--- src/rtl/edram_host_port.sv ---
// -----------------------------------------------------------------------------
// edram_host_port
//   Bus-side initiator for the 1 Mb eDRAM array. It accepts one valid/ready
//   host request at a time and turns it into an array-pin transaction. A bank
//   that may have been power-gated gets WAKE_CYCLES of pin hold before the
//   ACCESS_CYCLES of the real access. Banks are remembered as awake until
//   IDLE_TIMEOUT consecutive idle cycles pass.
//
//   Optional feature: define EDRAM_HOST_PERF_EN to add saturating read, write
//   and wake counters with a synchronous clear input.
//
// Ports
//   clk, rst         clock, async active-high reset
//   req_valid/ready  host request handshake; req_we, req_addr, req_wdata
//                    are sampled on the accept edge only
//   rsp_valid/ready  read response handshake; rsp_rdata is held until taken
//   mem_ce_n/we_n    registered array strobes, active low
//   mem_addr/din     registered array address / write data
//   mem_dout         array read data
//   busy             high whenever the FSM is not IDLE
//   perf_*           (EDRAM_HOST_PERF_EN only) counters and their clear
// -----------------------------------------------------------------------------
module edram_host_port #(
   parameter int unsigned ACCESS_CYCLES = 2,
   parameter int unsigned WAKE_CYCLES   = 4,
   parameter int unsigned IDLE_TIMEOUT  = 64
) (
   input  logic        clk,
   input  logic        rst,
   input  logic        req_valid,
   output logic        req_ready,
   input  logic        req_we,
   input  logic [14:0] req_addr,
   input  logic [31:0] req_wdata,
   output logic        rsp_valid,
   input  logic        rsp_ready,
   output logic [31:0] rsp_rdata,
   output logic        mem_ce_n,
   output logic        mem_we_n,
   output logic [14:0] mem_addr,
   output logic [31:0] mem_din,
   input  logic [31:0] mem_dout,
   output logic        busy
`ifdef EDRAM_HOST_PERF_EN
   ,
   input  logic        perf_clr,
   output logic [15:0] perf_rd_cnt,
   output logic [15:0] perf_wr_cnt,
   output logic [15:0] perf_wake_cnt
`endif
);

   typedef enum logic [1:0] {IDLE, WAKE, ACCESS, RESP} state_t;

   localparam logic [3:0]  WAKE_LAST = 4'(WAKE_CYCLES - 1);
   localparam logic [3:0]  ACC_LAST  = 4'(ACCESS_CYCLES - 1);
   localparam logic [15:0] TIMEOUT   = 16'(IDLE_TIMEOUT);

   state_t      state, state_nx;
   logic [3:0]  cnt, cnt_nx;      // cycles left in WAKE/ACCESS, minus one
   logic [15:0] idle_cnt;
   logic [15:0] awake;            // banks known to be powered
   logic        we_q;
   logic        accept;
   logic        last_access;
   logic        bank_awake;

   assign bank_awake  = awake[req_addr[14:11]];
   assign accept      = (state == IDLE) && req_valid;
   assign last_access = (state == ACCESS) && (cnt == 4'd0);
   assign req_ready   = (state == IDLE);
   assign rsp_valid   = (state == RESP);
   assign busy        = (state != IDLE);

   // ---------------------------------------------------------------- FSM
   always_ff @(posedge clk or posedge rst) begin
      if (rst) begin
         state <= IDLE;
         cnt   <= 4'd0;
      end else begin
         state <= state_nx;
         cnt   <= cnt_nx;
      end
   end

   always_comb begin
      state_nx = state;
      cnt_nx   = cnt;
      case (state)
         IDLE: begin
            if (req_valid) begin
               if (bank_awake) begin
                  state_nx = ACCESS;
                  cnt_nx   = ACC_LAST;
               end else begin
                  state_nx = WAKE;
                  cnt_nx   = WAKE_LAST;
               end
            end
         end
         WAKE: begin
            if (cnt == 4'd0) begin
               state_nx = ACCESS;
               cnt_nx   = ACC_LAST;
            end else begin
               cnt_nx = cnt - 4'd1;
            end
         end
         ACCESS: begin
            if (cnt == 4'd0) state_nx = we_q ? IDLE : RESP;
            else             cnt_nx   = cnt - 4'd1;
         end
         RESP: begin
            if (rsp_ready) state_nx = IDLE;
         end
         default: state_nx = IDLE;
      endcase
   end

   // ------------------------------------------------------- pin datapath
   // Strobes go low on the accept edge and high on the edge leaving ACCESS,
   // so WAKE and ACCESS both see the pins driven. Address/data just hold.
   always_ff @(posedge clk or posedge rst) begin
      if (rst) begin
         we_q      <= 1'b0;
         mem_ce_n  <= 1'b1;
         mem_we_n  <= 1'b1;
         mem_addr  <= '0;
         mem_din   <= '0;
         rsp_rdata <= '0;
      end else begin
         if (accept) begin
            we_q     <= req_we;
            mem_addr <= req_addr;
            mem_din  <= req_wdata;
            mem_ce_n <= 1'b0;
            mem_we_n <= ~req_we;
         end
         if (last_access) begin
            mem_ce_n <= 1'b1;
            mem_we_n <= 1'b1;
            if (!we_q) rsp_rdata <= mem_dout;
         end
      end
   end

   // ------------------------------------------ wake tracking / idle timer
   // The counter saturates at TIMEOUT, so the mask is dropped exactly once per
   // idle period. An accept in the same cycle clears the counter instead.
   always_ff @(posedge clk or posedge rst) begin
      if (rst) begin
         idle_cnt <= '0;
         awake    <= '0;
      end else begin
         if (accept) begin
            idle_cnt <= '0;
         end else if ((state == IDLE) && (idle_cnt != TIMEOUT)) begin
            idle_cnt <= idle_cnt + 16'd1;
            if ((idle_cnt + 16'd1) == TIMEOUT) awake <= '0;
         end
         if (last_access) awake[mem_addr[14:11]] <= 1'b1;
      end
   end

`ifdef EDRAM_HOST_PERF_EN
   // ------------------------------------------------ performance counters
   always_ff @(posedge clk or posedge rst) begin
      if (rst) begin
         perf_rd_cnt   <= '0;
         perf_wr_cnt   <= '0;
         perf_wake_cnt <= '0;
      end else if (perf_clr) begin
         perf_rd_cnt   <= '0;
         perf_wr_cnt   <= '0;
         perf_wake_cnt <= '0;
      end else if (accept) begin
         if (!req_we && perf_rd_cnt != 16'hFFFF) perf_rd_cnt <= perf_rd_cnt + 16'd1;
         if (req_we && perf_wr_cnt != 16'hFFFF)  perf_wr_cnt <= perf_wr_cnt + 16'd1;
         if (!bank_awake && perf_wake_cnt != 16'hFFFF)
            perf_wake_cnt <= perf_wake_cnt + 16'd1;
      end
   end
`endif

endmodule
--- config.mk ---
export PLATFORM = sky130hd
export DESIGN_NAME = edram_host_port
export DESIGN_NICKNAME = d
export VERILOG_FILES = /design/src/rtl/edram_host_port.sv
export SDC_FILE = /design/constraint.sdc
export NUM_CORES = 1
export LEC_CHECK = 0
export CAP_MARGIN = 20
export CORE_MARGIN = 4
export CORE_UTILIZATION = 45
export CTS_BUF_LIST = sky130_fd_sc_hd__clkbuf_4 sky130_fd_sc_hd__clkbuf_8 sky130_fd_sc_hd__clkbuf_16
export DETAILED_ROUTE_END_ITERATION = 16
export PLACE_DENSITY_LB_ADDON = 0.05
export SLEW_MARGIN = 40
export SYNTH_ARGS = -nofsm -noshare
export SYNTH_HDL_FRONTEND = slang
export SYNTH_SLANG_ARGS = --single-unit
--- constraint.sdc ---
create_clock -name clk -period 11.1 [get_ports clk]
set_clock_uncertainty 0.2 [all_clocks]
set_input_delay 2.22 -clock clk [delete_from_list [all_inputs] [get_ports clk]]
set_output_delay 2.22 -clock clk [all_outputs]
set_load 0.03 [all_outputs]
==> run metrics <==
die width ~120 um; Final Hold Slack roughly 0.26 ns; CTS tree yes; reg2reg setup slack between 7 and 8 ns; largest net degree at the start of global routing 68; crit share post-route between 40% and 50%; WHS Endpoint mem_ce_n; arrival time at the worst endpoint 5.02 ns; syn nets between 500 and 600; DRC 0; Required @ worst endpoint 11.19 ns; CTS H-Tree Depth 4; RR Endpoint awake[3]; vias in the first global route 3860; gr usage total between 15 and 20%; commonest non-fill, non-tap cells in the layout 167 x clkdlybuf4s50_1, 118 x dfrtp_1, 80 x mux2_2, 28 x nand2_1, 19 x nor2_1; asr flop ratio synth 100%; Critical Path End Type register; kind of critical path input pin to register; Die ar. approximately 14000 um^2; 1st-iter DRT viols ~200; crit path cell chain clkdlybuf4s50_1, nor2_1, nand2_1, or3_1, or4_1, a32o_1; sequential fraction of the synthesis area about 57%; remaining antenna violation count 0; initial core utilization a little under half; Slew @ Worst Pin 0.725 ns; Yosys warnings 0; top_reg_cell synth dfrtp_1; Clock Power Share between 20% and 30%; Mapped Cells between 400 and 500; Hold Path Cell Cnt 2; Congestion Overflow GR 0; TNS Setup 0 ns; depth of the worst register-to-register path 8; DP Wirelength slightly above 9000 um; EDFF count, synth 0; Die Height 116 um; # diodes 0; critical path peak fanout 22; layout cell share with drive strength beyond 1 between 20% and 30%; I/O Pins about 170; Period minus WS final slightly below 5 ns; Synth cell types 50; Sink Count 120; Reg power frac a little under a third; buffers added on ports around 170; wire length of the first global-routing pass ~20000 um; routed len/inst around 17 um; CTS Buf Count 17; CTS Hold Bufs 0; CP Launch Type input pin; CTS Buffer Depth 2; Routed WL roughly 13000 um; Final Setup Violations 0; number of failing hold endpoints at the final stage 0; max-cap viol count 0; Final Wtd Congestion roughly 0.8; Vias/cell between 5 and 6; Internal ~1.4 mW; Max Clk Rate around 200 MHz; core area roughly 11000 um^2; outcome complete, no violations; synth-to-layout area growth 44.1%; RSZ-0062 raised after global routing false; r2r startpoint state[0]; Max IR drop VDD roughly 0.25 mV; power per cell area between 300 and 400 nW/um^2; initial antenna violation count 0; Worst-Skew Late Latency ~0.4 ns; type of the worst min-delay path register to register; max-slew violation count 0; #FFs+latches synth between 100 and 150; 1st-pass router iterations 4; Post-Syn Area about 5300 um^2; CTS clk-pin slew, worst paths approximately 0.05 ns; Critical-path top delay cell or4_1; crit-path max cell delay 0.76 ns; Root Driver clkbuf_16; Fill cells 907; Core Rows 39; syn avg cell area between 10 and 15 um^2; LEAKAGE 3.13 nW; hold_sp mem_ce_n; Final nets 680; commonest non-fill, non-tap cell in the layout clkdlybuf4s50_1; Gate power share between 40% and 50%; Rel. slew slack around half; sw frac a little under two fifths; # resized after CTS 0; via count 3874; net switching power around 0.86 mW; Post-CTS Repair Setup Buffers 0
## worst max path at each step
stage | startpoint | to | slack, ns
2_1_floorplan | rst | awake[0] | 5.50
3_3_place_gp | req_valid | awake[0] | 5.90
3_5_place_dp | req_valid | awake[3] | 5.78
4_1_cts | req_valid | awake[3] | 6.20
5_1_grt | req_valid | awake[3] | 6.02
6_report | req_valid | awake[3] | 6.16
## state kept, by name, indices dropped and copies added, names as in the netlist
name and flops:
mem_addr 15, mem_we_n 1, mem_din 32, rsp_rdata 32, state 2, we_q 1
cnt 4, idle_cnt 16, mem_ce_n 1, awake 16
## synth_stat cells (7+ instances only)
cell type / n / area [um^2]
dfrtp_1: 118 / 2950
mux2_2: 80 / 901
nand2_1: 29 / 109
nor2_1: 19 / 71.3
o21ai_0: 18 / 90.1
inv_1: 13 / 48.8
o2bb2ai_1: 12 / 105
buf_1: 8 / 30.0
ha_1: 8 / 100
o21ai_1: 8 / 40.0
nor3_1: 7 / 35.0
o31ai_1: 7 / 52.6
## layer usage
layer | GRT usage (%) | vias up | part of all wire [%]
li1 | - | 1851 | -
met1 | 25.0 | 1862 | 40
met2 | 30.0 | 143 | 49
met3 | 6.58 | 18 | 8.7
met4 | 7.12 | 0 | 1.7
met5 | 0 | - | 0
## per-stage QoR
stage / area [um^2] / total power [mW] / cells / worst slack, ns / util, %
after floorplan: 5290 / 1.36 / 420 / 5.50 / -
final: 7630 / 2.31 / 740 / 6.16 / 66.5
after CTS: 7630 / 2.34 / 740 / 6.20 / 66.5
after detailed placement: 7080 / 1.82 / 712 / 5.78 / 61.7
after global routing: 7630 / 2.44 / 740 / 6.02 / 66.5
after global placement: 7070 / 1.79 / 712 / 5.90 / 61.7
## kinds of logic after synthesis
group,count (synthesis),synth area share (%)
AND/OR/NAND/NOR,98,9.60
multiplexers,85,18.9
buffers and inverters,35,2.84
AO/OA/AOI/OAI,66,8.63
adder cells (fa/ha/maj),8,1.89
XOR/XNOR,8,1.32
flip-flops,120,56.8
## worst max-delay path: cells and delay by family
kind,cells,cell delay (ns)
AO/OA/AOI/OAI,1,0.32
buffers and inverters,1,0.48
AND/OR/NAND/NOR,4,1.99
## power groups by stage
stage | combinational (mW) | clock (mW) | sequential, mW
floorplan | 0.347 | 0 | 1.02
global placement | 1.08 | 0 | 0.712
finish | 1.08 | 0.506 | 0.715
detailed placement | 1.09 | 0 | 0.722
CTS | 1.10 | 0.521 | 0.717
global route | 1.15 | 0.543 | 0.742
## cell type report
cell class | instances | area [um^2] | area share, %
repair buffers | 170 | 1700 | 22.3
multi-input cells | 265 | 2140 | 28.1
clock buffers | 24 | 503 | 6.59
inverters | 14 | 55.1 | 0.722
clock inverters | 4 | 45.0 | 0.591
well taps | 143 | 179 | 2.35
flip-flops and latches | 120 | 3010 | 39.4
Note: power is estimated with default switching activity, not from simulation.
